--- config.mk ---
export PLATFORM = sky130hd
export DESIGN_NAME = uart_boot_loader
export DESIGN_NICKNAME = d
export VERILOG_FILES = /design/src/rtl/uart_boot_loader.sv
export SDC_FILE = /design/constraint.sdc
export NUM_CORES = 1
export LEC_CHECK = 0
export ABC_AREA = 1
export BUFFER_PORTS_ARGS = -buffer_cell sky130_fd_sc_hd__buf_2
export CAP_MARGIN = 20
export CORE_ASPECT_RATIO = 0.5
export CORE_MARGIN = 1.5
export CORE_UTILIZATION = 40
export DETAILED_ROUTE_END_ITERATION = 7
export HOLD_SLACK_MARGIN = 0.06
export PLACE_DENSITY = 0.65
export SYNTH_ARGS = -nofsm -noshare
export SYNTH_HDL_FRONTEND = slang
export SYNTH_SLANG_ARGS = --single-unit
--- constraint.sdc ---
create_clock -name clock -period 10.82 [get_ports clock]
set_clock_uncertainty 0.05 [all_clocks]
set_input_delay 1.082 -clock clock [delete_from_list [all_inputs] [get_ports clock]]
set_output_delay 1.082 -clock clock [all_outputs]
set_load 0.005 [all_outputs]
--- src/rtl/uart_boot_loader.sv ---
// UART boot programmer: receives a length-prefixed, checksummed image over 8N1 UART,
// writes it to instruction memory word by word, and holds the core in reset until it loads cleanly.
module uart_boot_loader #(
   parameter int                DATA_W    = 32,
   parameter int                ADDR_W    = 32,
   parameter logic [ADDR_W-1:0] BASE_ADDR = '0,
   parameter logic [ADDR_W-1:0] ADDR_STEP = ADDR_W'(4),
   parameter int                CPB_W     = 16,
   parameter int                LEN_W     = 16
) (
   input  logic              clock,
   input  logic              reset,
   input  logic              prog_i,
   input  logic              rx_i,
   input  logic [CPB_W-1:0]  clks_per_bit,
   output logic              we_o,
   output logic [ADDR_W-1:0] addr_o,
   output logic [DATA_W-1:0] wdata_o,
   output logic              core_rst_o,
   output logic              busy_o,
   output logic              done_o,
   output logic              err_o
);

   localparam int         BPW      = DATA_W / 8;
   localparam int         HB       = LEN_W / 8;
   localparam logic [7:0] BPW_LAST = 8'(BPW - 1);
   localparam logic [7:0] HB_LAST  = 8'(HB - 1);

   typedef enum logic [1:0] {RX_IDLE, RX_START, RX_DATA, RX_STOP} rx_state_t;
   typedef enum logic [2:0] {S_IDLE, S_LEN, S_DATA, S_CSUM, S_DONE, S_ERR} state_t;

   logic [1:0] prog_sync, rx_sync;
   logic       prog_s, rx_s, rx_prev;

   // NOTE: sequential state is always assigned with <= so every flop samples pre-edge values.
   always_ff @(posedge clock or posedge reset) begin
      if (reset) begin
         prog_sync <= 2'b00;
         rx_sync   <= 2'b11;
         rx_prev   <= 1'b1;
      end else begin
         prog_sync <= {prog_sync[0], prog_i};
         rx_sync   <= {rx_sync[0], rx_i};
         rx_prev   <= rx_s;
      end
   end

   assign prog_s = prog_sync[1];
   assign rx_s   = rx_sync[1];

   // Bit timing: rates faster than 4 clocks per bit leave no room for a half-bit sample.
   logic [CPB_W-1:0] cpb_eff, cpb_m1, half_m1;
   assign cpb_eff = (clks_per_bit < CPB_W'(4)) ? CPB_W'(4) : clks_per_bit;
   assign cpb_m1  = cpb_eff - 1'b1;
   assign half_m1 = (cpb_eff >> 1) - 1'b1;

   rx_state_t        rx_state, rx_state_n;
   logic [CPB_W-1:0] cnt, cnt_n;
   logic [2:0]       bit_cnt, bit_cnt_n;
   logic [7:0]       rx_byte, rx_byte_n;
   logic             byte_valid, byte_valid_n;
   logic             frame_err, frame_err_n;

   always_ff @(posedge clock or posedge reset) begin
      if (reset) begin
         rx_state   <= RX_IDLE;
         cnt        <= '0;
         bit_cnt    <= '0;
         rx_byte    <= '0;
         byte_valid <= 1'b0;
         frame_err  <= 1'b0;
      end else begin
         rx_state   <= rx_state_n;
         cnt        <= cnt_n;
         bit_cnt    <= bit_cnt_n;
         rx_byte    <= rx_byte_n;
         byte_valid <= byte_valid_n;
         frame_err  <= frame_err_n;
      end
   end

   // NOTE: every value written here gets a default first, so no path leaves it unassigned (no latch).
   always_comb begin
      rx_state_n   = rx_state;
      cnt_n        = cnt;
      bit_cnt_n    = bit_cnt;
      rx_byte_n    = rx_byte;
      byte_valid_n = 1'b0;
      frame_err_n  = 1'b0;
      unique case (rx_state)
         RX_IDLE: begin
            if (rx_prev && !rx_s) begin
               rx_state_n = RX_START;
               cnt_n      = '0;
            end
         end
         RX_START: begin
            if (cnt == half_m1) begin
               cnt_n      = '0;
               bit_cnt_n  = '0;
               rx_state_n = rx_s ? RX_IDLE : RX_DATA;
            end else begin
               cnt_n = cnt + 1'b1;
            end
         end
         RX_DATA: begin
            if (cnt == cpb_m1) begin
               cnt_n     = '0;
               rx_byte_n = {rx_s, rx_byte[7:1]};
               bit_cnt_n = bit_cnt + 3'd1;
               if (bit_cnt == 3'd7) rx_state_n = RX_STOP;
            end else begin
               cnt_n = cnt + 1'b1;
            end
         end
         RX_STOP: begin
            if (cnt == cpb_m1) begin
               rx_state_n   = RX_IDLE;
               byte_valid_n = rx_s;
               frame_err_n  = !rx_s;
            end else begin
               cnt_n = cnt + 1'b1;
            end
         end
         default: rx_state_n = RX_IDLE;
      endcase
   end

   state_t            state, state_n;
   logic [LEN_W-1:0]  len_q, len_n, idx, idx_n, len_shift;
   logic [DATA_W-1:0] word_q, word_n, word_shift, wdata_n;
   logic [ADDR_W-1:0] next_addr, next_addr_n, addr_n;
   logic [7:0]        bcnt, bcnt_n, sum, sum_n, sum_add;
   logic              we_n, done_n, err_n, core_rst_n, abort;

   always_ff @(posedge clock or posedge reset) begin
      if (reset) begin
         state      <= S_IDLE;
         len_q      <= '0;
         idx        <= '0;
         word_q     <= '0;
         next_addr  <= '0;
         bcnt       <= '0;
         sum        <= '0;
         we_o       <= 1'b0;
         addr_o     <= '0;
         wdata_o    <= '0;
         done_o     <= 1'b0;
         err_o      <= 1'b0;
         core_rst_o <= 1'b1;
      end else begin
         state      <= state_n;
         len_q      <= len_n;
         idx        <= idx_n;
         word_q     <= word_n;
         next_addr  <= next_addr_n;
         bcnt       <= bcnt_n;
         sum        <= sum_n;
         we_o       <= we_n;
         addr_o     <= addr_n;
         wdata_o    <= wdata_n;
         done_o     <= done_n;
         err_o      <= err_n;
         core_rst_o <= core_rst_n;
      end
   end

   // Little-endian assembly: each new byte enters at the top and earlier bytes shift down.
   assign len_shift  = (len_q >> 8) | (LEN_W'(rx_byte) << (LEN_W - 8));
   assign word_shift = (word_q >> 8) | (DATA_W'(rx_byte) << (DATA_W - 8));
   assign sum_add    = sum + rx_byte;
   assign abort      = !prog_s || frame_err;

   always_comb begin
      state_n     = state;
      len_n       = len_q;
      idx_n       = idx;
      word_n      = word_q;
      next_addr_n = next_addr;
      bcnt_n      = bcnt;
      sum_n       = sum;
      we_n        = 1'b0;
      addr_n      = addr_o;
      wdata_n     = wdata_o;
      done_n      = done_o;
      err_n       = err_o;
      unique case (state)
         S_IDLE: begin
            if (prog_s) begin
               state_n     = S_LEN;
               done_n      = 1'b0;
               err_n       = 1'b0;
               len_n       = '0;
               idx_n       = '0;
               word_n      = '0;
               bcnt_n      = '0;
               sum_n       = '0;
               next_addr_n = BASE_ADDR;
            end
         end
         S_LEN: begin
            if (abort) begin
               state_n = S_ERR;
            end else if (byte_valid) begin
               len_n  = len_shift;
               sum_n  = sum_add;
               bcnt_n = bcnt + 8'd1;
               if (bcnt == HB_LAST) begin
                  bcnt_n  = '0;
                  state_n = (len_shift == '0) ? S_CSUM : S_DATA;
               end
            end
         end
         S_DATA: begin
            // The last write pulses while still in DATA; the move to CSUM follows one cycle later.
            if (abort) begin
               state_n = S_ERR;
            end else if (idx == len_q) begin
               state_n = S_CSUM;
            end else if (byte_valid) begin
               word_n = word_shift;
               sum_n  = sum_add;
               bcnt_n = bcnt + 8'd1;
               if (bcnt == BPW_LAST) begin
                  bcnt_n      = '0;
                  we_n        = 1'b1;
                  addr_n      = next_addr;
                  wdata_n     = word_shift;
                  next_addr_n = next_addr + ADDR_STEP;
                  idx_n       = idx + 1'b1;
               end
            end
         end
         S_CSUM: begin
            if (abort) begin
               state_n = S_ERR;
            end else if (byte_valid) begin
               sum_n   = sum_add;
               state_n = (sum_add == 8'h00) ? S_DONE : S_ERR;
            end
         end
         S_DONE:  if (!prog_s) state_n = S_IDLE;
         S_ERR:   if (!prog_s) state_n = S_IDLE;
         default: state_n = S_IDLE;
      endcase
      if (state_n == S_DONE) done_n = 1'b1;
      if (state_n == S_ERR)  err_n  = 1'b1;
      core_rst_n = state_n inside {S_LEN, S_DATA, S_CSUM, S_ERR};
   end

   assign busy_o = state inside {S_LEN, S_DATA, S_CSUM};

endmodule

Yosys cells after proc, flatten, opt, wreduce, memory -nomap -nowiden

Cells that the tools add are included.

Add/subtract/negate cells: 8
$lt $le $gt $ge: 1
Equal/unequal tests: 33
Mux-type cells: 74
Bitwise logic cells: 4
Reduce and logical (&&, ||, !) cells: 33

Operators by type and width:

| operator                                                                      | count |
|---|---|
| 32-bit two-way mux                                                            | 8 |
| 16-bit two-way mux                                                            | 12 |
| 32-bit case mux with 2 select lines                                           | 2 |
| 8-bit two-way mux                                                             | 12 |
| 16-bit case mux with 2 select lines                                           | 2 |
| 16-bit case mux with 4 select lines                                           | 1 |
| 16-bit equality test                                                          | 3 |
| 8-bit case mux with 3 select lines                                            | 2 |
| 3-bit two-way mux                                                             | 11 |
| 16-bit by 1-bit adder with 16-bit output, second input constant               | 2 |
| 32-bit by 3-bit adder with 32-bit output, second input constant               | 1 |
| 24-bit by 32-bit OR with 32-bit output                                        | 1 |
| 2-bit inequality test, second input constant                                  | 14 |
| 5-bit AND reduction                                                           | 4 |
| 16-bit zero test                                                              | 1 |
| 16-bit by 3-bit less-than comparator with 1-bit output, second input constant | 1 |
| 8-bit by 16-bit OR with 16-bit output                                         | 1 |
| 15-bit by 1-bit subtractor with 16-bit output, second input constant          | 1 |
| 16-bit by 1-bit subtractor with 16-bit output, second input constant          | 1 |
| 3-bit equality test, second input constant                                    | 5 |
| 1-bit two-way mux                                                             | 15 |
| 3-bit case mux with 5 select lines                                            | 1 |
| 2-bit nonzero test                                                            | 7 |
| 3-bit by 2-bit equality test with 1-bit output, second input constant         | 4 |
| 26 further kinds                                                              | 41 |

Flip-flop bits (word level): 219

Logic depth before layout (Yosys ltp)

Gate-level depths: netlist of the first run.

Word-level depth: 10
Gate-level depth with buffers: 24

Least setup slack after synthesis of the first run

Ideal clock, no wire load.

Kind: input to register
Start: input port clks_per_bit[4]
End: register bit_cnt[0]
Setup time: 117 ps
Arrival: 3,557 ps
Path slack: 7,096 ps
Cell stages on the path: 20
Cell sequence: buf_6 > nor2_4 > nand2_2 > nor2_2 > nand2_2 > buf_6 > nand2_1 > ha_1 > nand2_2 > nor2_4 > nand2_2 > nor3b_2 > nand3_1 > a21oi_1 > nand3_2 > nor2_4 > nand2_2 > buf_2 > nand3_1 > nand2_1

Cells in the longest elaborated chain, start to end: 6
Elaborated cells on any way between the ends: 9

Ends and longest elaborated chain:

| item                                                                                                           | line    | source |
|---|---|---|
| start, declared                                                                                                | 15      | `input logic [CPB_W-1:0] clks_per_bit,` |
| 16-bit by 3-bit less-than comparator with 1-bit output                                                         | 54      | `assign cpb_eff = (clks_per_bit < CPB_W'(4)) ? CPB_W'(4) : clks_per_bit;` |
| 16-bit two-way mux *                                                                                           | 54      |  |
| 16-bit by 1-bit subtractor with 16-bit output or 15-bit by 1-bit subtractor with 16-bit output (tied branches) | 55, 56  |  |
| 16-bit equality test, on equally long branches                                                                 | 108, 99 |  |
| 2-bit inequality test (no source line)                                                                         | --      |  |
| 3-bit AND reduction (no source line) *                                                                         | --      |  |
| end signal, assigned                                                                                           | 76      | `bit_cnt <= bit_cnt_n;` |
| end, declared                                                                                                  | 60      | `logic [2:0] bit_cnt, bit_cnt_n;` |

Mark *: on every way between the ends. The rest lies on a longest branch, timed or not.
A chain may end at the register's enable or synchronous reset.

Worst setup path after layout of the first run

Start: input port clks_per_bit[4]
End: register cnt[7]

Cells in the longest elaborated chain, start to end: 6
Elaborated cells on any way between the ends: 11

Ends and longest elaborated chain:

| item                                                                                                           | line         | source |
|---|---|---|
| 16-bit by 3-bit less-than comparator with 1-bit output                                                         | 54           |  |
| 16-bit two-way mux *                                                                                           | 54           |  |
| 16-bit by 1-bit subtractor with 16-bit output or 15-bit by 1-bit subtractor with 16-bit output (tied branches) | 55, 56       |  |
| 16-bit equality test, on equally long branches                                                                 | 108, 118, 99 |  |
| 16-bit two-way mux, or another cell as far along                                                               | 108          | `if (cnt == cpb_m1) begin` |
| 16-bit case mux with 4 select lines or 2-bit AND reduction (tied branches)                                     | --           |  |
| end signal, assigned                                                                                           | 75           | `cnt <= cnt_n;` |
| end, declared                                                                                                  | 59           | `logic [CPB_W-1:0] cnt, cnt_n;` |

Marks and branches as above.

==> results.py, run 1 <==
metrics = {
    "timing": {
        "finalHoldViolCount": 0,
        "tightest_slew_ps": 905,
        "min_period_over_period_pct": 34.1,
        "final.setup.tns_ps": 0,
        "final-setup-viol-count": 0,
        "fmax_mhz": 271,
        "rsz0062_at_grt": "false",
        "slew-limit-headroom_pct": 39.6,
        "slew_viol_final": 0,
        "crit_path_time_final_ps": 3690,
    },
    "route": {
        "post_drt_via_cell_ratio": 5.09,
        "vias": 9552,
        "route.detailed.wl_per_inst_um": 14.5,
        "wirelength_um": 27300,
        "remaining_number_of_nets_flagged_by_the_antenna_check_after_routing": 0,
        "drc_errors": 0,
        "detail_route.iter0.violations": 744,
        "dr.pass1.iters": 5,
    },
    "clock_network": {
        "ctsHtreeMaxLevel": 1,
        "tritoncts": "built",
        "ctsHoldBuffers": 0,
        "clkSinkCount": 207,
        "post-cts-setup-buffers": 0,
        "cts.clk_slew.worst_paths_ps": 60,
        "clock_latency_ps": 500,
        "cts_root_buffer": "clkbuf_16",
        "ctsLongestPathBuffers": 3,
        "cts_buffer_count": 21,
        "cts-resized-gates": 0,
    },
    "floorplanning": {
        "io_pins": 89,
        "floorplan.initialDensity_pct": 41.4,
        "die_area_um2": 28900,
        "number_of_rows_in_the_core_area": 42,
        "floorplan.die.width_um": 239,
        "core-area_um2": 26900,
        "die-height_um": 121,
    },
    "layout": {
        "layout.cells.most_common": "nand2_1",
        "drive_above_1_share_pct": 11.2,
        "finish.instance_area_um2": 12600,
        "layout_common_cells": "317 x nand2_1, 203 x dfrtp_1, 184 x inv_1",
        "layout.nets": 1526,
        "synthToLayoutAreaGrowth_pct": 13.5,
        "final_util_pct": 47.0,
        "fillCellCount": 2664,
        "n_antenna_cell": 0,
    },
    "logic_synthesis": {
        "post-synth-top-area-cell": "dfrtp_1",
        "synthCells": 1420,
        "synth_top_area_share_pct": 45.6,
        "synth_seq_cells": 207,
        "ys_async_sr_fraction_pct": 100,
        "synth_seq_area_share_pct": 46.6,
        "ys.flop_type": "dfrtp_1",
        "synth_top_cells_by_area": "dfrtp_1 46%, nand2_1 11%, o21ai_0 6.2%, inv_1 6.2%, nand3_1 4.9%",
        "synthesis_warnings": 0,
        "synth.cell_area_um2": 11100,
        "postSynthAreaPerCell_um2": 7.84,
        "ys_types": 45,
        "synth_edf_count": 0,
    },
    "worst_setup_path": {
        "crit_arrival_ps": 4020,
        "path_cells": "buf_2 -> nor2_4 -> nand2_2 -> nor2_2 -> nand2_2 -> nand2_1 -> ha_1 -> nand2_2 -> nor2_4 -> nand2_2 -> nor3b_2 -> nand3_1 -> a21oi_1 -> nand3_2 -> o21bai_2 -> nand2_2 -> o21ai_0 -> nand2_1",
        "critical_path.max_stage_delay_ps": 270,
        "worstSetupStartpoint": "clks_per_bit[4]",
        "setup.worst_path.end_class": "register",
        "startpoint_type": "input port",
        "timing.critical_path.buf_inv": 1,
        "timing.critical_path.mode_cell": "nand2_2",
        "cp.required_ps": 11150,
        "timing.setup.critical_path_class": "in -> reg",
        "critical_path.slowest_cell": "nor3b_2",
        "path_max_fanout": 16,
        "crit_family": "simple AND/OR/NAND/NOR gates",
        "critical_path.reg2reg.startpoint": "state[2]$_DFF_PP0_",
    },
    "placement": {
        "gp_routability_congestion": 0.922,
        "portBuffers": 86,
        "dp.final_hpwl_um": 19600,
        "post_dp_cell_area_um2": 11800,
    },
    "power": {
        "power_leakage_nw": 5.96,
        "finalPower_w": 0.00191,
        "pwr_density_cell_nw_per_um2": 151,
        "vdd.ir_drop.worst_uv": 118,
    },
    "flow_run": {
        "max-cap-violations": 0,
    },
    "global_route": {
        "first_global_vias": 9335,
        "globalRouteTotalUtil_pct": 19.3,
        "gr-total-overflow": 0,
        "global_route_wire_length_before_repair_um": 46000,
        "grt_max_degree": 125,
        "antenna_found_initial": 0,
    },
    "worst_hold_path": {
        "min-delay-start": "prog_sync[0]$_DFF_PP0_",
        "worstHoldPathType": "reg -> reg",
    },
    "status": {
        "run_status": "finished clean",
    },
}
-- metrics by stage --
step / setup WS (ps) / cells / hold slack, ps
2_1_floorplan: 4040 / 1421 / 281
3_5_place_dp: 6670 / 1836 / 290
5_1_grt: 6770 / 1878 / 306
4_1_cts: 7190 / 1874 / 302
6_report: 7130 / 1878 / 299
3_3_place_gp: 6810 / 1836 / 292
-- cell families after synthesis --
family	Yosys count	share of synthesized area (%)
buffers and inverters	235	8.40
AOI/OAI and AO/OA	215	10.4
and+or+nand+nor	676	27.2
other	1	0.0337
xor gates and xnor gates	69	5.43
adders and majority gates	17	1.98
DFF	207	46.6
-- worst register-to-register path: cells and delay by family (launching register included) --
family | cells | cell delay [ps]
flip-flops | 1 | 440
buffers and inverters | 6 | 1570
AO/OA/AOI/OAI | 1 | 240
AND/OR/NAND/NOR | 9 | 1200
-- routing by layer --
metal,GRT usage [%],routed length (µm),vias up
met4,5.58,670,0
met3,2.48,1130,42
met5,0,0,-
li1,-,-,4773
met1,27.2,13200,4512
met2,31.3,12200,225
-- power breakdown --
group          internal [W]  switching (W)  total, W  leakage (nW)
clock network      0.000427       0.000305  0.000732         0.337
logic             0.0000965       0.000251  0.000348          2.76
registers          0.000798      0.0000304  0.000829          2.86
total               0.00132       0.000587   0.00191          5.96
-- cells in the mapped netlist (all sizes together) (2+ instances only) --
cell,n
and3,2
inv,185
nor3,32
a21oi,31
nor4,15
o22ai,9
o21bai,2
xor2,46
nand4,37
o21a,5
dfrtp,203
xnor2,23
nand3,113
ha,16
nor3b,3
a31oi,8
nor2,126
or2,9
dfstp,4
buf,19
o21ai,146
clkbuf,31
nand2,327
o31ai,11
nand3b,9
-- flip-flops by register name (all words and copies together) (netlist names), 2 cells and up --
name	cells
wdata_o	32
rx_byte	8
sum	8
cnt	16
state	3
rx_state	2
len_q	16
bit_cnt	3
word_q	24
prog_sync	2
idx	16
rx_sync	2
next_addr	30
bcnt	8
addr_o	30
-- cell type report --
cell class,instances,area (µm²),area share [%]
flip-flops and latches,207,5180,41.0
clock buffers,27,578,4.58
inverters,185,702,5.56
clock inverters,11,116,0.921
repair buffers,95,558,4.42
well taps,374,468,3.70
multi-input cells,979,5030,39.8
-- path summary, 6_finish.rpt --
check,end,slack (ps),cells past startpoint
worst max-delay path,cnt[7]$_DFFE_PP0P_,7130,18
worst min-delay path,prog_sync[1]$_DFF_PP0_,300,0
worst max register to register,next_addr[14]$_DFFE_PP0P_,7230,16
worst min register to register,prog_sync[1]$_DFF_PP0_,300,0
max in group asynchronous,idx[1]$_DFFE_PP0P_,8830,4
min in group asynchronous,done_o$_DFFE_PP0P_,670,2
Note: power is estimated with default switching activity, not from simulation.
==> run 2, diff against run 1 <==
--- a/config.mk
+++ b/config.mk
@@ -13,7 +13,7 @@
 export CORE_UTILIZATION = 40
 export DETAILED_ROUTE_END_ITERATION = 7
 export HOLD_SLACK_MARGIN = 0.06
-export PLACE_DENSITY = 0.65
+export PLACE_DENSITY = 0.67
 export SYNTH_ARGS = -nofsm -noshare
 export SYNTH_HDL_FRONTEND = slang
 export SYNTH_SLANG_ARGS = --single-unit
==> constraint.sdc (replaced) <==
create_clock -name clock -period 3 [get_ports clock]
set_clock_uncertainty 0.05 [all_clocks]
set_input_delay 0.3 -clock clock [delete_from_list [all_inputs] [get_ports clock]]
set_output_delay 0.3 -clock clock [all_outputs]
set_load 0.005 [all_outputs]
==> run 2 against run 1 <==
  * Non-clock buffer count grew 31
  * Clock-buffer cell count shrank 3
  * Cell count grew 1.6%
  * Sequential share of layout area shrank 0.75 points
  * Die area is the same
  * Register-to-register slack lost 6900 ps
  * Sequential power grew to 3.6 times the previous value
  * Worst setup slack lost 6800 ps
  * First-iteration DRC count shrank 2.4%
  * Clock power grew to 3.5 times the previous value
  * Routed wire length shrank 4.6%
  * Global-route usage shrank 0.70 points
  * Highest routed layer unchanged
==> results.py, run 2 (synthesized netlist as in run 1, its figures left out) <==
metrics = {
    "route": {
        "wirelength_um": 26000,
        "vias": 9386,
        "remaining_number_of_nets_flagged_by_the_antenna_check_after_routing": 0,
        "drc_errors": 0,
        "detail_route.iter0.violations": 726,
        "post_drt_via_cell_ratio": 4.92,
        "route.detailed.wl_per_inst_um": 13.6,
        "dr.pass1.iters": 6,
    },
    "clock_network": {
        "cts_buffer_count": 21,
        "ctsHtreeMaxLevel": 1,
        "cts_root_buffer": "clkbuf_16",
        "cts.clk_slew.worst_paths_ps": 60,
        "clock_latency_ps": 490,
        "cts-resized-gates": 0,
        "clkSinkCount": 207,
        "post-cts-setup-buffers": 0,
        "tritoncts": "built",
        "ctsLongestPathBuffers": 3,
    },
    "worst_setup_path": {
        "startpoint_type": "register",
        "ff2ff_setup_slack_ps": 370,
        "crit_family": "simple AND/OR/NAND/NOR gates",
        "crit_arrival_ps": 2940,
        "cp.required_ps": 3310,
        "path_max_fanout": 61,
        "critical_path.max_stage_delay_ps": 450,
        "critical_path.reg2reg.startpoint": "state[2]$_DFF_PP0_",
        "setup.worst_path.end_class": "register",
        "worstSetupStartpoint": "state[2]$_DFF_PP0_",
        "critical_path.slowest_cell": "dfrtp_1",
        "path_cells": "nor2_1 -> inv_1 -> nor2_2 -> buf_4 -> and3_1 -> nand2_4 -> buf_4 -> nand2_1 -> o21ai_0",
        "timing.critical_path.buf_inv": 3,
        "timing.setup.critical_path_class": "reg -> reg",
        "timing.critical_path.mode_cell": "buf_4",
    },
    "timing": {
        "min_period_over_period_pct": 87.8,
        "rsz0062_at_grt": "false",
        "slew_viol_final": 0,
        "crit_path_time_final_ps": 2630,
        "fmax_mhz": 380,
        "postLayoutSetupSlackWorst_ps": 367,
        "whs_ps": 304,
        "final-setup-viol-count": 0,
        "finalHoldViolCount": 0,
        "tightest_slew_ps": 822,
        "slew-limit-headroom_pct": 45.1,
    },
    "layout": {
        "layout.nets": 1557,
        "synthToLayoutAreaGrowth_pct": 15.6,
        "top_register": "wdata_o",
        "fin_cells": 1908,
        "layout.cells.most_common": "nand2_1",
        "n_antenna_cell": 0,
        "final_util_pct": 47.8,
        "drive_above_1_share_pct": 12.9,
        "number_of_flip_flops_under_the_largest_register_name": 32,
        "largestRegisters": "wdata_o x32, addr_o x30, next_addr x30",
        "finish.instance_area_um2": 12900,
        "layout_common_cells": "317 x nand2_1, 203 x dfrtp_1, 184 x inv_1",
    },
    "placement": {
        "post_dp_cell_area_um2": 12200,
        "dpl.cell_count": 1868,
        "pre_cts_ws_ps": -68.8,
        "gp_routability_congestion": 0.909,
        "dp.final_hpwl_um": 18900,
        "portBuffers": 86,
    },
    "flow_run": {
        "max-cap-violations": 0,
    },
    "floorplanning": {
        "floorplan.die.width_um": 239,
        "number_of_rows_in_the_core_area": 42,
        "die_area_um2": 28900,
        "core-area_um2": 26900,
        "io_pins": 89,
        "floorplan.initialDensity_pct": 41.4,
        "die-height_um": 121,
    },
    "power": {
        "power_leakage_nw": 6.10,
        "vdd.ir_drop.worst_uv": 339,
        "pwr_density_cell_nw_per_um2": 534,
    },
    "global_route": {
        "gr-total-overflow": 0,
        "globalRouteTotalUtil_pct": 18.6,
        "first_global_vias": 8854,
        "grt_max_degree": 62,
        "antenna_found_initial": 0,
        "global_route_wire_length_before_repair_um": 44300,
    },
    "status": {
        "run_status": "finished clean",
    },
    "worst_hold_path": {
        "min-delay-start": "prog_sync[0]$_DFF_PP0_",
        "worstHoldPathType": "reg -> reg",
    },
}
## run 2: worst paths after layout
path | to | cells past startpoint
max | addr_o[18]$_DFFE_PP0P_ | 9
min | prog_sync[1]$_DFF_PP0_ | 0
max reg2reg | addr_o[18]$_DFFE_PP0P_ | 9
min reg2reg | prog_sync[1]$_DFF_PP0_ | 0
max in group asynchronous | rx_sync[1]$_DFF_PP1_ | 4
min in group asynchronous | bcnt[3]$_DFFE_PP0P_ | 3
## run 2: what timing repair did
item	4_1_cts	5_1_grt
endpoints found under the setup margin	0	0
hold buffers	3	0
hold endpoints to repair	29	0
## run 2: metal layers
layer  share of wire [%]  wire length, µm  up-vias  global-route usage (%)
li1                    -                -     4837                       -
met1                  50            13100     4375                    27.1
met2                  44            11500      141                    29.8
met3                 3.9             1030       33                    2.59
met4                 1.4              353        0                    3.40
met5                   0                0        -                       0
## run 2: area by class of cell
cell class,count,area [µm²]
Inverter,185,698
Timing Repair Buffer,126,813
Clock buffer,24,547
Clock inverter,13,128
Sequential cell,207,5180
Fill cell,2679,14000
Tap cell,374,468
Multi-Input combinational cell,979,5030
## run 2: through the flow
| step | total power [W] | TNS [ps] |
|---|---|---|
| after global routing | 0.00726 | 0 |
| after global placement | 0.00433 | 0 |
| final | 0.00687 | 0 |
| after CTS | 0.00695 | 0 |
| after floorplan | 0.00392 | -6690 |
| after detailed placement | 0.00433 | -732 |
## run 2: power by group
group / internal (W) / switching (W)
logic: 0.000393 / 0.000903
clock network: 0.00149 / 0.00110
registers: 0.00288 / 0.000105
